--- config.mk ---
export PLATFORM = sky130hd
export DESIGN_NAME = risc_exec_unit
export DESIGN_NICKNAME = d
export VERILOG_FILES = /design/src/rtl/risc_exec_unit.sv
export SDC_FILE = /design/constraint.sdc
export NUM_CORES = 1
export LEC_CHECK = 0
export BUFFER_PORTS_ARGS = -buffer_cell sky130_fd_sc_hd__buf_2
export CORE_MARGIN = 3
export CORE_UTILIZATION = 50
export CTS_CLUSTER_DIAMETER = 100
export CTS_CLUSTER_SIZE = 40
export DETAILED_ROUTE_END_ITERATION = 16
export PLACE_DENSITY = 0.67
export SYNTH_ARGS = -nofsm -noshare
export SYNTH_HDL_FRONTEND = slang
export SYNTH_SLANG_ARGS = --single-unit
--- constraint.sdc ---
create_clock -name clk -period 13.16 [get_ports clk]
set_clock_uncertainty 0.2 [all_clocks]
set_input_delay 0 -clock clk [delete_from_list [all_inputs] [get_ports clk]]
set_output_delay 0 -clock clk [all_outputs]
set_load 0.02 [all_outputs]
--- src/rtl/risc_exec_unit.sv ---
// Single-issue RISC execution unit: register file, single-cycle ALU and an optional
// restoring divider (enabled by defining RISC_DIV_EN) behind a valid/ready handshake.
module risc_exec_unit #(
  parameter  int WIDTH = 16,
  parameter  int REGS  = 8,
  parameter  int IMM_W = 6,
  localparam int RAW   = $clog2(REGS),
  localparam int IW    = 4 + 2 * RAW + IMM_W
) (
  input  logic             clk,
  input  logic             reset,
  input  logic             in_valid,
  output logic             in_ready,
  input  logic [IW-1:0]    instr,
  output logic [WIDTH-1:0] result,
  output logic [RAW-1:0]   result_rd,
  output logic             result_valid,
  output logic             err,
  output logic [WIDTH-1:0] op_a,
  output logic [WIDTH-1:0] op_b
);

  logic [3:0]       opcode;
  logic [RAW-1:0]   rd, rs1, rs2;
  logic [IMM_W-1:0] imm;
  logic [WIDTH-1:0] regs [REGS];
  logic [WIDTH-1:0] a, b, imm_ext;

  assign opcode  = instr[IW-1 -: 4];
  assign rd      = instr[IW-5 -: RAW];
  assign rs1     = instr[IMM_W+RAW-1 -: RAW];
  assign imm     = instr[IMM_W-1:0];
  assign rs2     = imm[RAW-1:0];
  assign imm_ext = WIDTH'(imm);
  assign a       = (rs1 == '0) ? '0 : regs[rs1];
  assign b       = (rs2 == '0) ? '0 : regs[rs2];

  logic [WIDTH-1:0] alu_res, nxt_a, nxt_b;
  logic             alu_err, alu_wr, alu_vld, div_go, accept;

`ifdef RISC_DIV_EN
  localparam int CNT_W = $clog2(WIDTH);
  typedef enum logic {ST_IDLE, ST_DIV} state_t;
  state_t           state;
  logic [WIDTH-1:0] rem, quo, dvs, rem_n, quo_n;
  logic [RAW-1:0]   div_rd;
  logic [CNT_W-1:0] cnt;

  // One restoring step: shift in the next dividend bit and subtract when it fits.
  // The remainder invariant rem < d keeps a non-negative trial below 2^WIDTH.
  function automatic logic [2*WIDTH-1:0] div_step(input logic [WIDTH-1:0] r,
                                                  input logic [WIDTH-1:0] q,
                                                  input logic [WIDTH-1:0] d);
    logic [WIDTH:0] trial;
    trial = {r, q[WIDTH-1]} - {1'b0, d};
    if (!trial[WIDTH]) return {trial[WIDTH-1:0], q[WIDTH-2:0], 1'b1};
    else               return {r[WIDTH-2:0], q[WIDTH-1], q[WIDTH-2:0], 1'b0};
  endfunction

  assign {rem_n, quo_n} = div_step(rem, quo, dvs);
  assign in_ready       = (state == ST_IDLE);
`else
  assign in_ready = 1'b1;
`endif

  assign accept = in_valid & in_ready;

  always_comb begin
    alu_res = '0;
    alu_err = 1'b0;
    alu_wr  = 1'b0;
    alu_vld = 1'b1;
    div_go  = 1'b0;
    nxt_a   = a;
    nxt_b   = b;
    case (opcode)
      4'd0: alu_vld = 1'b0;
      4'd1: begin alu_res = a + b; alu_wr = 1'b1; end
      4'd2: begin alu_res = a - b; alu_wr = 1'b1; end
      4'd3: begin alu_res = a * b; alu_wr = 1'b1; end
`ifdef RISC_DIV_EN
      4'd4: begin
        if (b == '0) begin
          alu_res = '1;
          alu_err = 1'b1;
          alu_wr  = 1'b1;
        end else begin
          alu_vld = 1'b0;
          div_go  = 1'b1;
        end
      end
`endif
      4'd5: begin alu_res = imm_ext; alu_wr = 1'b1; nxt_a = '0; nxt_b = imm_ext; end
      4'd6: begin alu_res = a & b; alu_wr = 1'b1; end
      4'd7: begin alu_res = a | b; alu_wr = 1'b1; end
      default: alu_err = 1'b1;
    endcase
  end

  always_ff @(posedge clk) begin
    if (reset) begin
      for (int i = 0; i < REGS; i++) regs[i] <= '0;
      result       <= '0;
      result_rd    <= '0;
      result_valid <= 1'b0;
      err          <= 1'b0;
      op_a         <= '0;
      op_b         <= '0;
`ifdef RISC_DIV_EN
      state        <= ST_IDLE;
`endif
    end else begin
      result_valid <= 1'b0;
      // Issue edge: capture operands, retire single-cycle ops, launch a division
      if (accept) begin
        op_a <= nxt_a;
        op_b <= nxt_b;
        if (alu_vld) begin
          result       <= alu_res;
          result_rd    <= rd;
          err          <= alu_err;
          result_valid <= 1'b1;
        end
        if (alu_wr && rd != '0) regs[rd] <= alu_res;
`ifdef RISC_DIV_EN
        if (div_go) begin
          state  <= ST_DIV;
          rem    <= '0;
          quo    <= a;
          dvs    <= b;
          div_rd <= rd;
          cnt    <= '0;
        end
`endif
      end
`ifdef RISC_DIV_EN
      // Divide iterations; the final one writes back directly
      if (state == ST_DIV) begin
        rem <= rem_n;
        quo <= quo_n;
        cnt <= cnt + 1'b1;
        if (cnt == CNT_W'(WIDTH - 1)) begin
          state        <= ST_IDLE;
          result       <= quo_n;
          result_rd    <= div_rd;
          err          <= 1'b0;
          result_valid <= 1'b1;
          if (div_rd != '0) regs[div_rd] <= quo_n;
        end
      end
`endif
    end
  end

endmodule

Word level (Yosys, flattened, before mapping). Memory sizes are Yosys's and may differ from the RTL's. Index checks and enable logic that the tools add are counted.

Flip-flop bits (word level): 53. Memory bits (writable): 128. Output and inout port bits: 54. Memories: 1.

Memory list: regs (depth 8, bits a word 16, read ports 2, clocked after memory_dff 0, write ports 8, RTL line 26) `logic [WIDTH-1:0] regs [REGS];`.

$add $sub $neg: 2. Multipliers: 1. Eq/ne operators: 6. Multiplexer cells: 17. Bitwise gates (word level): 4. Reduce and logical (&&, ||, !) cells: 9.

Operators with widths (number): $pmux 16 s6 (1); $mux 16 (5); $add 16x16->16 (1); $and 16x16->16 (1); $mul 16x16->16 (1); $or 16x16->16 (1); $reduce_or 16->1 (1); $sub 16x16->16 (1); $eq 4x3->1 const B (3); $mux 1 (10); $eq 4x2->1 const B (2); $logic_not 3->1 (2); $reduce_or 6->1 (1); $eq 4x1->1 const B (1); $logic_not 4->1 (1); $mux 3 (1); $reduce_bool 3->1 (1); $not 1->1 (2); $reduce_and 2->1 (1); $reduce_or 2->1 (1); $logic_and 1x1->1 (1).

Longest topological paths before layout.
Depth after elaboration: 10. Gate-level depth with buffers: 30.

Worst setup path before layout. OpenSTA, ideal clock, no wires.

Path type: input to register. Start point: in instr[1]. End point: reg result[15]. Library setup time: 79 ps. Arrival time: 6587 ps. Path slack: 6293 ps. Stages on the path: 28. Path through: buf_6 > buf_6 > buf_6 > mux2_2 > a221oi_1 > a221oi_1 > buf_2 > inv_1 > clkbuf_1 > nor2_1 > fa_1 > inv_1 > fa_1 > fa_1 > fa_1 > inv_1 > fa_1 > inv_1 > fa_1 > inv_1 > ha_1 > and2_1 > o21ai_0 > o21ai_0 > o41ai_1 > xnor3_1 > o211a_4 > a211oi_2.

Longest elaborated chain between the ends: 4. Elaborated cells on any way between the ends: 9. Those cells by class: add/sub: 2; mul: 1; mux: 2; bitwise: 2; reduce/logical: 1; memory: 1.

Ends and longest elaborated chain: start, declared (RTL line 14) `input logic [IW-1:0] instr,`; $mem_v2 8x16 / $logic_not 3->1 (equally long branches); $mux 16 * (RTL line 36) `assign b = (rs2 == '0) ? '0 : regs[rs2];`; $mul 16x16->16 (tied with other cells) (RTL line 80) `4'd3: begin alu_res = a * b; alu_wr = 1'b1; end`; $pmux 16 s6 * (RTL line 76) `case (opcode)`; end signal, assigned (RTL line 119) `result <= alu_res;`; end, declared (RTL line 15) `output logic [WIDTH-1:0] result,`.

Every way passes the cells marked *; elsewhere a longest branch is shown, timed or not. A chain may end at the register's enable or synchronous reset.

==> impl_metrics.yaml <==
yosys:
  ys_seq_area_share_pct: 33.2
  synth_cells: 1446
  synthTopCellsByArea: "edfxtp_1 26%, fa_1 12%, dfxtp_1 7.6%"
  yosysTopAreaCellShare_pct: 25.5
  yosys_warnings: 0
  synth_area_per_cell_um2: 9.60
  async_reset_ff_share_pct: 0
  synth_edf_count: 118
  synth_cell_types: 79
  synth_area_um2: 13900
  ys_ff_latch: 171
  synth_most_common_cell: "nor2_1"
  synth_ff_type: "edfxtp_1"
  synth_top_area_cell: "edfxtp_1"
  synth_common_cells: "241 x nor2_1, 129 x inv_1, 118 x edfxtp_1"
clock_network:
  cts_hold_buffers: 15
  h-tree-depth: 4
  post_cts_buffers: 0
  clk_pin_slew_ns: 0.08
  cts_root_buf: "clkbuf_16"
  ctsResizeCount: 0
  cts_buffers: 17
  clkSinkCount: 171
  clkLatencyLatePin_ns: 0.44
  cts_tree: "built"
  clock_path_buffers: 2
cells_and_area:
  area_growth_pct: 10.0
  nets: 1669
  fin_cells: 1888
  stdcell_area_um2: 15300
  nFillCells: 2423
  drive_above_1_share_pct: 13.9
  antenna_cells: 0
  utilization_pct: 56.4
power:
  peakVddDrop_uv: 95.8
  p_leak_nw: 6.41
  p_per_area_nw_per_um2: 155
sta:
  fin_setup_tns_ns: 0
  report.final.setup_viol: 0
  fin_crit_sh_pct: 58.8
  timing.final.hold_violations: 0
  max_slew_margin_pct: 24.0
  maxSlewViolCount: 0
  min_period_ns: 7.73
  worst_pin_slew_ns: 1.14
  rsz0062_at_grt: "false"
  timing.final.ws_setup_ns: 5.43
  fmax_mhz: 129
die:
  core_region_area_um2: 27100
  ios: 73
  die_h_um: 173
  fp.dieArea_um2: 29800
  num_rows: 60
  die_width_um: 173
  start_util_pct: 51.2
place:
  pre_cts_ws_ns: 5.20
  dp_hpwl_mm: 30.9
  numPortBuffers: 71
  dpl_cell_area_um2: 14500
  gp_congestion: 0.920
  dp_cells: 1841
critical_path:
  criticalPathCategory: "flip-flop to flip-flop"
  setup.worst_path.end_class: "flip-flop"
  critPathArrivalTime_ns: 7.69
  critPathMaxFanout: 10
  cp-start-kind: "flip-flop"
  crit_required_ns: 13.12
global_routing:
  grt_max_degree: 69
  globalRouteOverflowTotal: 0
  grt_use_total_pct: 29.6
  antenna_found_initial: 1
  grt_pass1_wl_mm: 68.3
  first_global_vias: 11793
detailed_routing:
  dr_total_vias: 11525
  wl_per_cell_um: 23.6
  ant_nets: 0
  vias_per_cell: 6.10
  drc: 0
  wirelength_mm: 44.6
  drt_iter0_drc: 1250
  firstDrtPassIters: 7
min_path:
  hold_class: "input pin to flip-flop"
status:
  outcome: "finished clean"
job:
  cap_violations: 0
-- where the power goes --
part           switching [mW]  internal, mW  leakage (nW)
Sequential             0.0161         0.601          1.65
Combinational           0.748         0.499          4.47
Clock                   0.245         0.258         0.279
-- path summary, 6_finish.rpt --
kind / depth (start not counted) / endpoint / from / slack [ns]
worst min register to register: 2 / op_a[0] / op_a[0] / 0.28
worst min-delay path: 3 / op_b[7] / in_valid / 0.03
worst max register to register: 23 / regs[7][13] / regs[2][6] / 5.43
worst max-delay path: 23 / regs[7][13] / regs[2][6] / 5.43
-- layout by cell type, fill, tap and decap left out, types with 17 or more instances in the layout --
| cell | n |
|---|---|
| buf_2 | 71 |
| nor2b_1 | 50 |
| buf_4 | 34 |
| mux2_2 | 24 |
| clkbuf_16 | 17 |
| xnor2_1 | 39 |
| a211oi_1 | 19 |
| inv_1 | 129 |
| a21oi_1 | 62 |
| nor2_1 | 241 |
| a221oi_1 | 18 |
| dfxtp_1 | 53 |
| ha_1 | 66 |
| fa_1 | 81 |
| edfxtp_1 | 118 |
| nand2_1 | 108 |
| mux4_2 | 18 |
| o21ai_0 | 34 |
| mux2i_1 | 57 |
| nand2b_1 | 31 |
| and2_1 | 24 |
-- layer usage --
metal	vias up	track usage [%]	wire length (µm)
li1	5074	-	-
met1	5686	37.4	17500
met2	615	50.2	21500
met3	148	4.70	3470
met4	2	13.6	2130
met5	-	0	11
-- worst max-delay path, stage by stage, from the launching register on --
cell and delay (ns):
edfxtp_1 0.43, mux2_2 0.28, a221oi_1 0.25, a221o_1 0.31
clkinv_1 0.40, and2_1 0.32, fa_1 0.48, inv_1 0.05
fa_1 0.44, fa_1 0.44, fa_1 0.49, inv_1 0.05
fa_1 0.54, inv_1 0.05, fa_1 0.50, inv_1 0.06
ha_1 0.36, and2_1 0.18, o21ai_0 0.23, o211ai_1 0.16
xnor2_1 0.27, o21ai_0 0.13, a21oi_1 0.70, nor2_1 0.12
-- area by class of cell --
| cell class | count | area (µm²) | area share (%) |
|---|---|---|---|
| multi-input cells | 1060 | 8360 | 54.7 |
| flip-flops and latches | 171 | 4600 | 30.1 |
| repair buffers | 120 | 761 | 4.98 |
| inverters | 133 | 499 | 3.27 |
| well taps | 372 | 465 | 3.05 |
| clock buffers | 18 | 439 | 2.88 |
| clock inverters | 14 | 146 | 0.958 |
-- registers in the layout, summed over array words and instances (netlist names) --
signal,flops
regs,118
result_rd,3
result_valid,1
op_b,16
op_a,16
result,16
err,1
-- cell families (layout without fill, tap and decap cells) --
group / count (synthesis) / count (layout) / synth area share (%)
other: 2 / 7 / 0.0541
AO/OA/AOI/OAI: 247 / 247 / 13.0
multiplexers: 99 / 99 / 8.98
buffers and inverters: 220 / 285 / 6.86
adder cells (fa/ha/maj): 147 / 147 / 17.6
XOR/XNOR: 58 / 58 / 4.02
flip-flops: 171 / 171 / 33.2
AND/OR/NAND/NOR: 502 / 502 / 16.3
-- through the flow --
stage | hold slack, ns | power [mW]
5_1_grt | 0.0817 | 2.52
6_report | 0.0301 | 2.37
3_5_place_dp | 0.0806 | 1.84
2_1_floorplan | -0.0526 | 1.52
3_3_place_gp | 0.0743 | 1.82
4_1_cts | 0.0153 | 2.35
Note: power is estimated with default switching activity, not from simulation.
